`src/rtl/mem_arbiter.sv`:
```
// Two-port round-robin arbiter sharing one burst memory port between two caches.
// A grant is held for a complete read burst (all rd_valid beats) or write burst.
module mem_arbiter #(
   parameter int ADDR_WIDTH     = 32,
   parameter int DATA_WIDTH     = 32,
   parameter int BURSTLEN_WIDTH = 3
) (
   input  logic                      clock,
   input  logic                      reset,
   input  logic [ADDR_WIDTH-1:0]     m0_addr,
   input  logic [BURSTLEN_WIDTH-1:0] m0_burst_len,
   input  logic                      m0_rd,
   input  logic                      m0_wr,
   input  logic [DATA_WIDTH-1:0]     m0_wr_data,
   output logic [DATA_WIDTH-1:0]     m0_rd_data,
   output logic                      m0_rd_valid,
   output logic                      m0_waitrequest,
   input  logic [ADDR_WIDTH-1:0]     m1_addr,
   input  logic [BURSTLEN_WIDTH-1:0] m1_burst_len,
   input  logic                      m1_rd,
   input  logic                      m1_wr,
   input  logic [DATA_WIDTH-1:0]     m1_wr_data,
   output logic [DATA_WIDTH-1:0]     m1_rd_data,
   output logic                      m1_rd_valid,
   output logic                      m1_waitrequest,
   output logic [ADDR_WIDTH-1:0]     mem_addr,
   output logic [BURSTLEN_WIDTH-1:0] mem_burst_len,
   output logic [DATA_WIDTH-1:0]     mem_wr_data,
   output logic                      mem_rd,
   output logic                      mem_wr,
   input  logic [DATA_WIDTH-1:0]     mem_rd_data,
   input  logic                      mem_rd_valid,
   input  logic                      mem_waitrequest
);

   typedef enum logic [1:0] {IDLE, GRANT, RD_DATA} state_t;

   localparam logic [BURSTLEN_WIDTH-1:0] ONE = 1;

   state_t                    state_q, state_d;
   logic                      grant_q, grant_d;
   logic                      last_q, last_d;
   logic [BURSTLEN_WIDTH-1:0] beat_cnt_q, beat_cnt_d;
   logic [BURSTLEN_WIDTH-1:0] len_q, len_d;

   logic                      g_rd, g_wr;
   logic [BURSTLEN_WIDTH-1:0] g_len;
   logic                      in_grant, in_rd_data;
   logic                      rd_acc, wr_acc, first_beat;
   logic                      req0, req1, winner;

   assign g_rd       = grant_q ? m1_rd : m0_rd;
   assign g_wr       = grant_q ? m1_wr : m0_wr;
   assign g_len      = grant_q ? m1_burst_len : m0_burst_len;
   assign in_grant   = (state_q == GRANT);
   assign in_rd_data = (state_q == RD_DATA);

   // Address/data always follow grant_q; only the strobes are gated by state.
   assign mem_addr      = grant_q ? m1_addr : m0_addr;
   assign mem_burst_len = g_len;
   assign mem_wr_data   = grant_q ? m1_wr_data : m0_wr_data;
   assign mem_wr        = in_grant & g_wr;
   assign mem_rd        = in_grant & g_rd & ~g_wr;

   assign m0_waitrequest = (in_grant & ~grant_q) ? mem_waitrequest : 1'b1;
   assign m1_waitrequest = (in_grant &  grant_q) ? mem_waitrequest : 1'b1;

   assign m0_rd_data  = mem_rd_data;
   assign m1_rd_data  = mem_rd_data;
   assign m0_rd_valid = in_rd_data & ~grant_q & mem_rd_valid;
   assign m1_rd_valid = in_rd_data &  grant_q & mem_rd_valid;

   assign rd_acc     = mem_rd & ~mem_waitrequest;
   assign wr_acc     = mem_wr & ~mem_waitrequest;
   assign first_beat = (beat_cnt_q == '0);

   assign req0   = m0_rd | m0_wr;
   assign req1   = m1_rd | m1_wr;
   assign winner = (req0 & req1) ? ~last_q : req1;

   always_comb begin
      state_d    = state_q;
      grant_d    = grant_q;
      last_d     = last_q;
      beat_cnt_d = beat_cnt_q;
      len_d      = len_q;
      unique case (state_q)
         IDLE: begin
            if (req0 | req1) begin
               grant_d = winner;
               last_d  = winner;
               state_d = GRANT;
            end
         end
         GRANT: begin
            if (wr_acc) begin
               if (first_beat) len_d = g_len;
               // First beat compares against the live length, later ones the latched copy.
               if (first_beat ? (beat_cnt_q == g_len) : (beat_cnt_q == len_q)) begin
                  state_d    = IDLE;
                  beat_cnt_d = '0;
               end else begin
                  beat_cnt_d = beat_cnt_q + ONE;
               end
            end else if (rd_acc) begin
               len_d      = g_len;
               beat_cnt_d = '0;
               state_d    = RD_DATA;
            end else if (!g_rd && !g_wr && first_beat) begin
               state_d = IDLE;
            end
         end
         RD_DATA: begin
            if (mem_rd_valid) begin
               if (beat_cnt_q == len_q) begin
                  state_d    = IDLE;
                  beat_cnt_d = '0;
               end else begin
                  beat_cnt_d = beat_cnt_q + ONE;
               end
            end
         end
         default: state_d = IDLE;
      endcase
   end

   always_ff @(posedge clock or posedge reset) begin
      if (reset) begin
         state_q    <= IDLE;
         grant_q    <= 1'b0;
         last_q     <= 1'b1;
         beat_cnt_q <= '0;
         len_q      <= '0;
      end else begin
         state_q    <= state_d;
         grant_q    <= grant_d;
         last_q     <= last_d;
         beat_cnt_q <= beat_cnt_d;
         len_q      <= len_d;
      end
   end

   // A requester raising rd and wr together is a protocol violation.
   rd_wr_exclusive: assert property (@(posedge clock) disable iff (reset)
      !(in_grant && g_rd && g_wr));

endmodule

```
`config.mk`:
```
export PLATFORM = sky130hd
export DESIGN_NAME = mem_arbiter
export DESIGN_NICKNAME = d
export VERILOG_FILES = /design/src/rtl/mem_arbiter.sv
export SDC_FILE = /design/constraint.sdc
export NUM_CORES = 1
export LEC_CHECK = 0
export ABC_AREA = 0
export BUFFER_PORTS_ARGS = -buffer_cell sky130_fd_sc_hd__buf_2
export CORE_AREA = 2 2 120 122
export CTS_BUF_LIST = sky130_fd_sc_hd__clkbuf_2 sky130_fd_sc_hd__clkbuf_4 sky130_fd_sc_hd__clkbuf_8
export CTS_CLUSTER_DIAMETER = 80
export DETAILED_ROUTE_END_ITERATION = 6
export DIE_AREA = 0 0 122 124
export GPL_TIMING_DRIVEN = 0
export SYNTH_ARGS = -nofsm -noshare
export SYNTH_HDL_FRONTEND = slang
export SYNTH_SLANG_ARGS = --single-unit
```
`constraint.sdc`:
```
create_clock -name clock -period 4 [get_ports clock]
set_clock_uncertainty 0.15 [all_clocks]
set_input_delay 0.6 -clock clock [delete_from_list [all_inputs] [get_ports clock]]
set_output_delay 0.6 -clock clock [all_outputs]
set_load 0.03 [all_outputs]
```
# Yosys cells after proc, flatten, opt, wreduce, memory -nomap -nowiden
# Cells that the tools add are included.
[totals]
regBits = 10
in_bits = 174
output_inout_bits = 137
[classes]
addsub = 1
muxes = 26
reduce_logical = 12
bitwise_logic = 19
eq_ne = 11
[op_table]
columns = ["cell", "n"]
rows = [
  ["$mux W32", 2],
  ["$mux W3", 9],
  ["$mux W2", 7],
  ["$and A1 B1 Y1", 12],
  ["$eq A3 B3 Y1", 2],
  ["$mux W1", 6],
  ["$pmux W2 S3", 1],
  ["$pmux W3 S2", 1],
  ["$reduce_and A3 Y1", 2],
  ["$reduce_and A5 Y1", 1],
  ["$ne A2 B1 Y1 const B", 2],
  ["$ne A2 B2 Y1 const B", 2],
  ["$ne A4 B1 Y1 const B", 1],
  ["$not A1 Y1", 4],
  ["$reduce_bool A2 Y1", 2],
  ["$add A3 B1 Y3 const B", 1],
  ["$logic_not A3 Y1", 1],
  ["$ne A3 B1 Y1 const B", 1],
  ["$ne A3 B2 Y1 const B", 1],
  ["$or A1 B1 Y1", 3],
  ["$eq A2 B1 Y1 const B", 1],
  ["$eq A2 B2 Y1 const B", 1],
  ["$logic_and A1 B1 Y1", 2],
  ["$logic_not A1 Y1", 2],
  ["2 further kinds", 2],
]

# Logic depth before layout (Yosys ltp)
# Gate-level depths: netlist of the first run.
[logic_depth]
depth_word = 8
mapped_depth = 7
ltp_nobuf = 7

# Worst setup path after synthesis of the first run
# OpenSTA, ideal clock, no wires.
[synth_timing]
path_type = "register to output"
start = "register grant_q"
end = "output port m0_rd_valid"
path_buffers = 3
path_stages_with_launch = 5
slack_ns = 1.627
t_required_ns = 3.250
t_arrival_ns = 1.623
cell_sequence = "dfrtp_1 > buf_6 > clkbuf_1 > buf_2 > nor3_1"
[synth_between]
elab_chain_len = 3
[synth_lines]
columns = ["element", "line_no", "text"]
rows = [
  ["from (decl)", "41", "logic grant_q, grant_d;"],
  ["from (signal assigned)", "136", "grant_q <= grant_d;"],
  ["$not A1 Y1", "70", "assign m0_rd_valid = in_rd_data & ~grant_q & mem_rd_valid;"],
  ["$and A1 B1 Y1 (2 in a row)", "70", ""],
  ["to (decl)", "16", "output logic m0_rd_valid,"],
]
# Every way passes these cells.

# Worst setup path in the final report of the first run
[layout_timing]
start = "register grant_q"
end = "output port mem_wr_data[1]"
[layout_between]
elab_chain_len = 1
[layout_lines]
columns = ["element", "line_no", "text"]
rows = [
  ["$mux W32", "61", "assign mem_wr_data = grant_q ? m1_wr_data : m0_wr_data;"],
  ["to (decl)", "28", "output logic [DATA_WIDTH-1:0] mem_wr_data,"],
]
# Every way passes these cells.

==> results.sh, run 1 <==
export IMPL_fin_total_pwr_uw=1950
export IMPL_critical_path_max_stage_delay_ns=0.54
export IMPL_placed_area_um2=3670
export IMPL_drive_gt1_share_pct=84.8
export IMPL_crit_path_frequent_cell="buf_2"
export IMPL_dpl_hpwl_um=7590
export IMPL_syn_to_final_growth_pct=81.1
export IMPL_post_cts_setup_buffer_count=0
export IMPL_wl_per_cell_um=12.3
export IMPL_synth_top_area_share_pct=38.9
export IMPL_ys_seq_area_share_pct=12.2
export IMPL_synth_edf_count=0
export IMPL_drt_initial_drc_count=19
export IMPL_cts_tree="built"
export IMPL_cts_buffers=3
export IMPL_drv_slew=0
export IMPL_syn_nets=405
export IMPL_worstMarginPinSlew_ns=0.686
export IMPL_layout_nets=688
export IMPL_clk_latency_ns=0.23
export IMPL_antenna_cells=0
export IMPL_floorplan_die_area_um2=15100
export IMPL_synth_area_um2=2050
export IMPL_period_share_pct=74.9
export IMPL_die_h_um=124
export IMPL_grt_pass1_vias=2249
export IMPL_critPathMaxFanout=10
export IMPL_fillCellCount=1523
export IMPL_synth_area_per_cell_um2=9.13
export IMPL_yosys_warnings=0
export IMPL_clk_pin_slew_ns=0.05
export IMPL_crit_required_ns=3.25
export IMPL_ir_worst_vdd_uv=259
export IMPL_path_cells="buf_6 > clkbuf_1 > buf_2 > mux2_2 > buf_2"
export IMPL_fmax_mhz=334
export IMPL_yosys_area_top_type="mux2_2"
export IMPL_synth_seq_cells=10
export IMPL_via_per_inst=3.70
export IMPL_fin_setup_tns_ns=0
export IMPL_dr_pass1_iters=4
export IMPL_rows=43
export IMPL_worstSetupPathType="reg2out"
export IMPL_floorplan_initialDensity_pct=15.0
export IMPL_maxSlewHeadroom_pct=54.3
export IMPL_ys_flop_type="dfrtp_1"
export IMPL_finalHoldViolations=0
export IMPL_routed_wl_um=8430
export IMPL_routabilityCongestion=0.772
export IMPL_cts_max_level=1
export IMPL_gr_total_overflow=0
export IMPL_antenna_found_initial=0
export IMPL_setup_viol=0
export IMPL_ys_types=36
export IMPL_port_buffers=278
export IMPL_max_cap_violations=0
export IMPL_stdcell_area_um2=3720
export IMPL_status="finished, final reports clean"
export IMPL_fp_coreArea_um2=13700
export IMPL_post_route_min_period_ns=3.00
export IMPL_yosys_cell_count_top_type="mux2_2"
export IMPL_rsz0062_at_grt="no"
export IMPL_cts_max_path_buffers=2
export IMPL_cts_hold_buf=0
export IMPL_hold_path_class="in2async"
export IMPL_crit_path_start_kind="flip-flop"
export IMPL_power_density_nw_per_um2=524
export IMPL_crit_path_end_kind="primary output"
export IMPL_die_w_um=122
export IMPL_async_reset_ff_share_pct=100
export IMPL_antenna_left=0
export IMPL_grt_pass1_wl_um=11000
export IMPL_via_count=2540
export IMPL_grt_start_max_net_pins=11
export IMPL_ys_top_cells_by_count="71 x mux2_2, 64 x buf_4, 10 x inv_1"
export IMPL_grt_usage_pct=9.08
export IMPL_p_leak_uw=0.00205
export IMPL_slowest_stage="clkbuf_1"
export IMPL_drc=0
export IMPL_cts_root_buf="clkbuf_8"
export IMPL_io_pins=311
export IMPL_cts_resized=0
export IMPL_crit_arrival_ns=2.25
export IMPL_netlist_instances=225
export IMPL_numClockSinks=10
export IMPL_yosys_top_cells_area="mux2_2 39%, buf_4 23%, dfrtp_1 11%"
## through the flow
| step | hold slack [ns] | setup WS, ns | std cells | util, % |
|---|---|---|---|---|
| after global placement | 0.337 | 1.10 | 683 | 26.7 |
| after detailed placement | 0.340 | 1.09 | 683 | 26.7 |
| after floorplan | 0.289 | 1.63 | 225 | - |
| after CTS | 0.202 | 0.836 | 687 | 27.1 |
| final | 0.193 | 1.00 | 687 | 27.1 |
| after global routing | 0.216 | 0.779 | 687 | 27.1 |
## where the power goes
part / leakage, uW / switching, uW / internal [uW] / total (uW)
logic: 0.00190 / 1000 / 662 / 1660
clock network: 0.0000262 / 35.8 / 76.2 / 112
registers: 0.000124 / 27.2 / 144 / 171
total: 0.00205 / 1070 / 882 / 1950
## layer usage
layer / vias to the layer above / global-route usage [%] / part of all wire, %
met1: 1112 / 11.0 / 38
li1: 1274 / - / -
met3: 2 / 1.28 / 11
met4: 0 / 1.29 / 0.15
met2: 152 / 17.2 / 51
met5: - / 0 / 0
## layout by cell type, fill, tap and decap left out, types with 2 or more instances in the layout
cell type	instances
inv_1	10
clkbuf_1	3
mux2_2	71
nand2_1	3
dfrtp_1	9
nand2b_1	4
xnor2_1	5
nor2b_1	2
nor2_1	9
a21oi_1	2
clkbuf_8	3
ha_1	6
nor3_1	3
o21ai_0	8
buf_4	64
buf_2	282
nand3_1	2
## state kept, by name, indices dropped and copies added, names as in the netlist
register,flops
state_q,2
grant_q,1
len_q,3
last_q,1
beat_cnt_q,3
## final cells by class
class | instances | area [um^2] | share of cell area [%]
plain buffers | 72 | 523 | 14.1
clock buffers | 4 | 48.8 | 1.31
inverters | 10 | 37.5 | 1.01
multi-input cells | 133 | 1240 | 33.4
flip-flops and latches | 10 | 251 | 6.76
well taps | 180 | 225 | 6.06
repair buffers | 278 | 1390 | 37.4
## worst paths after layout
kind	from	to	slack, ns	cells after the start
hold reg to reg	last_q$_DFFE_PP1P_	last_q$_DFFE_PP1P_	0.35	2
max in group asynchronous	reset	last_q$_DFFE_PP1P_	3.19	2
min in group clock	last_q$_DFFE_PP1P_	last_q$_DFFE_PP1P_	0.35	2
setup reg to reg	grant_q$_DFFE_PP0P_	state_q[0]$_DFFE_PP0P_	1.92	6
setup / recovery	grant_q$_DFFE_PP0P_	mem_wr_data[1]	1.00	5
hold / removal	reset	beat_cnt_q[0]$_DFFE_PP0P_	0.19	2
## cell families after synthesis
family / Yosys count / synth area share (%)
buf+inv: 82 / 27.3
mux: 73 / 40.2
simple gates: 30 / 8.17
compound gates: 19 / 6.34
flops: 10 / 12.2
fa+ha+maj: 6 / 3.66
xor+xnor: 5 / 2.13
## worst max-delay path: cells and delay by family, from the launching register on
family / cells / cell delay [ns]
muxes: 1 / 0.38
DFF: 1 / 0.37
buffers and inverters: 4 / 1.26
No activity file was read; power rests on OpenSTA's default activity.
==> run 2: changes to the inputs <==
--- a/config.mk
+++ b/config.mk
@@ -5,13 +5,13 @@
 export SDC_FILE = /design/constraint.sdc
 export NUM_CORES = 1
 export LEC_CHECK = 0
-export ABC_AREA = 0
+export ABC_AREA = 1
 export BUFFER_PORTS_ARGS = -buffer_cell sky130_fd_sc_hd__buf_2
-export CORE_AREA = 2 2 120 122
+export CORE_AREA = 2 2 119 121
 export CTS_BUF_LIST = sky130_fd_sc_hd__clkbuf_2 sky130_fd_sc_hd__clkbuf_4 sky130_fd_sc_hd__clkbuf_8
 export CTS_CLUSTER_DIAMETER = 80
 export DETAILED_ROUTE_END_ITERATION = 6
-export DIE_AREA = 0 0 122 124
+export DIE_AREA = 0 0 121 123
 export GPL_TIMING_DRIVEN = 0
 export SYNTH_ARGS = -nofsm -noshare
 export SYNTH_HDL_FRONTEND = slang
==> constraint.sdc (replaced) <==
create_clock -name clock -period 3.15 [get_ports clock]
set_clock_uncertainty 0.15 [all_clocks]
set_input_delay 0.4725 -clock clock [delete_from_list [all_inputs] [get_ports clock]]
set_output_delay 0.4725 -clock clock [all_outputs]
set_load 0.03 [all_outputs]
==> results.sh, run 2 <==
export IMPL_clk_pin_slew_ns=0.05
export IMPL_ir_worst_vdd_uv=299
export IMPL_rows=43
export IMPL_rsz0062_at_grt="no"
export IMPL_wl_per_cell_um=11.4
export IMPL_cts_hold_buf=0
export IMPL_yosys_warnings=0
export IMPL_io_pins=311
export IMPL_netlist_instances=399
export IMPL_drc=0
export IMPL_hold_path_class="in2async"
export IMPL_crit_arrival_ns=2.02
export IMPL_ys_flop_type="dfrtp_1"
export IMPL_synth_area_per_cell_um2=5.38
export IMPL_async_reset_ff_share_pct=100
export IMPL_status="finished, final reports clean"
export IMPL_yosys_cell_count_top_type="nand2_1"
export IMPL_synth_seq_cells=10
export IMPL_critPathMaxFanout=10
export IMPL_period_share_pct=84.0
export IMPL_yosys_area_top_type="nand2_1"
export IMPL_syn_to_final_growth_pct=77.6
export IMPL_yosys_top_cells_area="nand2_1 41%, buf_4 22%, dfrtp_1 10%"
export IMPL_port_buffers=278
export IMPL_worstMarginPinSlew_ns=0.559
export IMPL_fin_total_pwr_uw=2980
export IMPL_fp_coreArea_um2=13600
export IMPL_post_route_min_period_ns=2.65
export IMPL_routed_wl_um=9840
export IMPL_ys_types=30
export IMPL_worstSetupPathType="reg2out"
export IMPL_grt_usage_pct=11.3
export IMPL_fmax_mhz=378
export IMPL_die_w_um=121
export IMPL_drt_initial_drc_count=96
export IMPL_floorplan_initialDensity_pct=15.8
export IMPL_synth_top_area_share_pct=41.1
export IMPL_grt_pass1_wl_um=13500
export IMPL_p_leak_uw=0.00255
export IMPL_grt_pass1_vias=2710
export IMPL_max_cap_violations=0
export IMPL_syn_nets=579
export IMPL_cts_tree="built"
export IMPL_crit_required_ns=2.53
export IMPL_drive_gt1_share_pct=54.3
export IMPL_final_common_cell="buf_2"
export IMPL_cts_resized=0
export IMPL_cts_max_level=1
export IMPL_cts_buffers=3
export IMPL_clk_latency_ns=0.24
export IMPL_dpl_hpwl_um=8680
export IMPL_synth_area_um2=2150
export IMPL_via_count=3245
export IMPL_cts_max_path_buffers=2
export IMPL_via_per_inst=3.77
export IMPL_cts_root_buf="clkbuf_8"
export IMPL_fin_setup_tns_ns=0
export IMPL_antenna_found_initial=1
export IMPL_largestRegisters="beat_cnt_q: 3 flops, len_q: 3 flops, state_q: 2 flops"
export IMPL_grt_start_max_net_pins=11
export IMPL_synth_edf_count=0
export IMPL_power_density_nw_per_um2=781
export IMPL_drv_slew=0
export IMPL_layout_nets=862
export IMPL_ys_seq_area_share_pct=11.7
export IMPL_post_cts_setup_buffer_count=0
export IMPL_die_h_um=123
export IMPL_antenna_left=0
export IMPL_floorplan_die_area_um2=14900
export IMPL_crit_path_end_kind="primary output"
export IMPL_crit_path_start_kind="flip-flop"
export IMPL_maxSlewHeadroom_pct=62.8
export IMPL_antenna_cells=0
export IMPL_setup_viol=0
export IMPL_dr_pass1_iters=4
export IMPL_ys_top_cells_by_count="235 x nand2_1, 64 x buf_4, 21 x inv_1"
export IMPL_finalHoldViolations=0
export IMPL_gr_total_overflow=0
export IMPL_final_cell_mix="286 x buf_2, 235 x nand2_1, 64 x buf_4"
export IMPL_fillCellCount=1560
export IMPL_routabilityCongestion=0.777
export IMPL_numClockSinks=10
==> run 2: cell count changes after synthesis, sizes merged, moves of 5 or more <==
cell	delta
mux2	-72
nand4	+5
inv	+13
nand2	+237
nand3	+6
==> run 2: metrics by stage <==
step                      util (%)  hold slack (ns)  cell area (um^2)  std cells  worst slack [ns]
after floorplan                  -            0.162              2150        399              1.11
after global placement        27.6            0.337              3760        857             0.631
after detailed placement      27.6            0.334              3760        857             0.631
after CTS                     28.0           0.0800              3810        861             0.360
after global routing          28.0           0.0900              3810        861             0.271
final                         28.0           0.0580              3810        861             0.503
==> run 2: per-layer routing <==
layer | vias up | global-route usage [%] | routed length, um
met5 | - | 0 | 13
met3 | 4 | 2.68 | 1010
li1 | 1698 | - | -
met1 | 1368 | 14.0 | 3970
met4 | 2 | 0.872 | 21
met2 | 173 | 20.7 | 4820
==> run 2: kinds of logic (layout without fill, tap and decap cells) <==
kind of cell | after synthesis | count (layout) | share of synthesized area, %
and+or+nand+nor | 267 | 267 | 50.6
DFF | 10 | 10 | 11.7
adders and majority gates | 6 | 6 | 3.50
buffers and inverters | 102 | 384 | 29.9
AOI/OAI and AO/OA | 11 | 11 | 3.15
xor gates and xnor gates | 3 | 3 | 1.22
==> run 2: worst max-delay path, stage by stage, from the launching register on <==
cell and delay, ns:
dfrtp_1 0.43, inv_2 0.17, clkbuf_1 0.47, buf_2 0.31, nand2_1 0.11, nand2_1 0.10, buf_2 0.20
==> run 2: final timing paths <==
check,from,slack (ns),endpoint,cells after the start
min reg2reg,state_q[1]$_DFFE_PP0P_,0.36,state_q[1]$_DFFE_PP0P_,2
max,grant_q$_DFFE_PP0P_,0.50,mem_wr_data[0],6
max in group asynchronous,reset,2.47,last_q$_DFFE_PP1P_,2
min in group clock,state_q[1]$_DFFE_PP0P_,0.36,state_q[1]$_DFFE_PP0P_,2
max reg2reg,beat_cnt_q[0]$_DFFE_PP0P_,1.26,state_q[0]$_DFFE_PP0P_,11
min,reset,0.06,beat_cnt_q[0]$_DFFE_PP0P_,2
==> run 2: where the power goes <==
part | switching (uW) | internal, uW
Combinational | 1860 | 757
Clock | 51.2 | 97.3
Sequential | 36.7 | 181
Total | 1940 | 1030
==> run 2: layout make-up <==
cell class              instances  area (um^2)  area share [%]
repair buffers                278         1390            36.5
multi-input cells             287         1250            32.9
plain buffers                  79          554            14.5
flip-flops and latches         10          251            6.60
well taps                     180          225            5.91
inverters                      23         86.3            2.27
clock buffers                   4         48.8            1.28
==> run 3: changes to the inputs <==
==> constraint.sdc (replaced) <==
create_clock -name clock -period 2.6 [get_ports clock]
set_clock_uncertainty 0.15 [all_clocks]
set_input_delay 0.39 -clock clock [delete_from_list [all_inputs] [get_ports clock]]
set_output_delay 0.39 -clock clock [all_outputs]
set_load 0.03 [all_outputs]
==> results.sh, run 3 (synthesis gave the netlist of run 2 again) <==
export IMPL_via_per_inst=3.76
export IMPL_finalHoldViolations=0
export IMPL_routabilityCongestion=0.777
export IMPL_fp_coreArea_um2=13600
export IMPL_reg2reg_from="beat_cnt_q[0]$_DFFE_PP0P_"
export IMPL_port_buffers=278
export IMPL_cts_buffers=3
export IMPL_setup_ws_ns=0.292
export IMPL_multiInputGateArea_um2=1250
export IMPL_dp_slack_ns=0.164
export IMPL_antenna_left=0
export IMPL_hold_depth=5
export IMPL_worstMarginPinSlew_ns=0.422
export IMPL_period_share_pct=88.8
export IMPL_final_cell_mix="286 x buf_2, 235 x nand2_1, 64 x buf_4"
export IMPL_status="finished, final reports clean"
export IMPL_grt_usage_pct=11.3
export IMPL_rows=43
export IMPL_min_delay_start="m0_burst_len[0]"
export IMPL_r2r_slack_ns=0.71
export IMPL_setup_viol=0
export IMPL_post_route_min_period_ns=2.31
export IMPL_fin_setup_tns_ns=0
export IMPL_routed_wl_um=9800
export IMPL_largestRegisters="beat_cnt_q: 3 flops, len_q: 3 flops, state_q: 2 flops"
export IMPL_antenna_cells=0
export IMPL_die_w_um=121
export IMPL_p_leak_uw=0.00256
export IMPL_clk_pin_slew_ns=0.05
export IMPL_cts_root_buf="clkbuf_8"
export IMPL_antenna_found_initial=1
export IMPL_floorplan_die_area_um2=14900
export IMPL_grt_start_max_net_pins=17
export IMPL_grt_pass1_wl_um=13500
export IMPL_crit_required_ns=2.06
export IMPL_floorplan_initialDensity_pct=15.8
export IMPL_power_density_nw_per_um2=944
export IMPL_drc=0
export IMPL_path_cells="inv_2 > clkbuf_1 > nand2_1 > nand2_1 > buf_2"
export IMPL_final_common_cell="buf_2"
export IMPL_die_h_um=123
export IMPL_cts_max_path_buffers=2
export IMPL_crit_arrival_ns=1.77
export IMPL_r2r_end="state_q[0]$_DFFE_PP0P_"
export IMPL_drv_slew=0
export IMPL_fin_total_pwr_uw=3600
export IMPL_min_to="len_q[0]$_DFFE_PP0P_"
export IMPL_layout_nets=862
export IMPL_rsz0062_at_grt="no"
export IMPL_max_cap_violations=0
export IMPL_fillCellCount=1559
export IMPL_reg2reg_depth=11
export IMPL_regArea_um2=251
export IMPL_cts_resized=0
export IMPL_via_count=3240
export IMPL_cts_max_level=1
export IMPL_clk_latency_ns=0.24
export IMPL_slowest_stage="dfrtp_1"
export IMPL_drive_gt1_share_pct=54.3
export IMPL_fmax_mhz=433
export IMPL_critPathMaxFanout=16
export IMPL_hold_path_class="in2reg"
export IMPL_cts_tree="built"
export IMPL_grt_pass1_vias=2708
export IMPL_drt_initial_drc_count=80
export IMPL_io_pins=311
export IMPL_worstSetupPathType="reg2out"
export IMPL_critical_path_max_stage_delay_ns=0.43
export IMPL_wl_per_cell_um=11.4
export IMPL_numClockSinks=10
export IMPL_crit_path_frequent_cell="nand2_1"
export IMPL_crit_path_end_kind="primary output"
export IMPL_dr_pass1_iters=4
export IMPL_ir_worst_vdd_uv=362
export IMPL_syn_to_final_growth_pct=77.9
export IMPL_dpl_hpwl_um=8680
export IMPL_gr_total_overflow=0
export IMPL_crit_path_start_kind="flip-flop"
export IMPL_holdWs_ns=0.348
export IMPL_maxSlewHeadroom_pct=71.9
[run 3: cell types whose count changed in the layout (fill, tap and decap cells not counted), sizes merged]
cell / before / now
clkbuf: 10 / 9
dlygate4sd3: 0 / 1
[run 3: final cells by class]
| class | instances | share of cell area, % |
|---|---|---|
| repair buffers | 279 | 36.7 |
| well taps | 180 | 5.90 |
| plain buffers | 78 | 14.4 |
| flip-flops and latches | 10 | 6.59 |
| inverters | 23 | 2.26 |
| clock buffers | 4 | 1.28 |
| multi-input cells | 287 | 32.8 |
[run 3: per-layer routing]
layer	share of wire [%]	routed length, um	vias up	global-route usage (%)
li1	-	-	1699	-
met1	40	3960	1373	13.9
met2	49	4820	162	20.7
met3	10	976	4	2.68
met4	0.21	21	2	0.872
met5	0.10	10	-	0
[run 3: critical path: cells and delay by family, from the launching register on]
kind	cells	cell delay, ns
simple gates	2	0.19
buf+inv	3	0.91
flops	1	0.43
[run 3: how the worst max path moves through the flow]
stage	start	end	slack, ns
2_1_floorplan	state_q[0]$_DFFE_PP0P_	m0_rd_valid	0.64
3_3_place_gp	grant_q$_DFFE_PP0P_	mem_wr_data[0]	0.16
3_5_place_dp	grant_q$_DFFE_PP0P_	mem_wr_data[0]	0.16
4_1_cts	grant_q$_DFFE_PP0P_	mem_wr_data[27]	0.21
5_1_grt	grant_q$_DFFE_PP0P_	mem_addr[7]	0.10
6_report	grant_q$_DFFE_PP0P_	mem_addr[20]	0.29
[run 3: report_power, final]
| part | internal (uW) | switching [uW] | total, uW |
|---|---|---|---|
| registers | 219 | 44.2 | 263 |
| logic | 915 | 2250 | 3160 |
| clock network | 118 | 60.8 | 179 |
[run 3: what timing repair did]
item,in CTS,in global routing
setup buffers,0,0
endpoints found under the hold margin,9,0
hold buffers,1,0
endpoints found under the setup margin,29,0
[run 3: through the flow]
step           std cells  utilization [%]  cell area [um^2]
2_1_floorplan        399                -              2150
6_report             861             28.0              3820
4_1_cts              861             28.0              3820
3_5_place_dp         857             27.6              3760
3_3_place_gp         857             27.6              3760
5_1_grt              861             28.0              3820
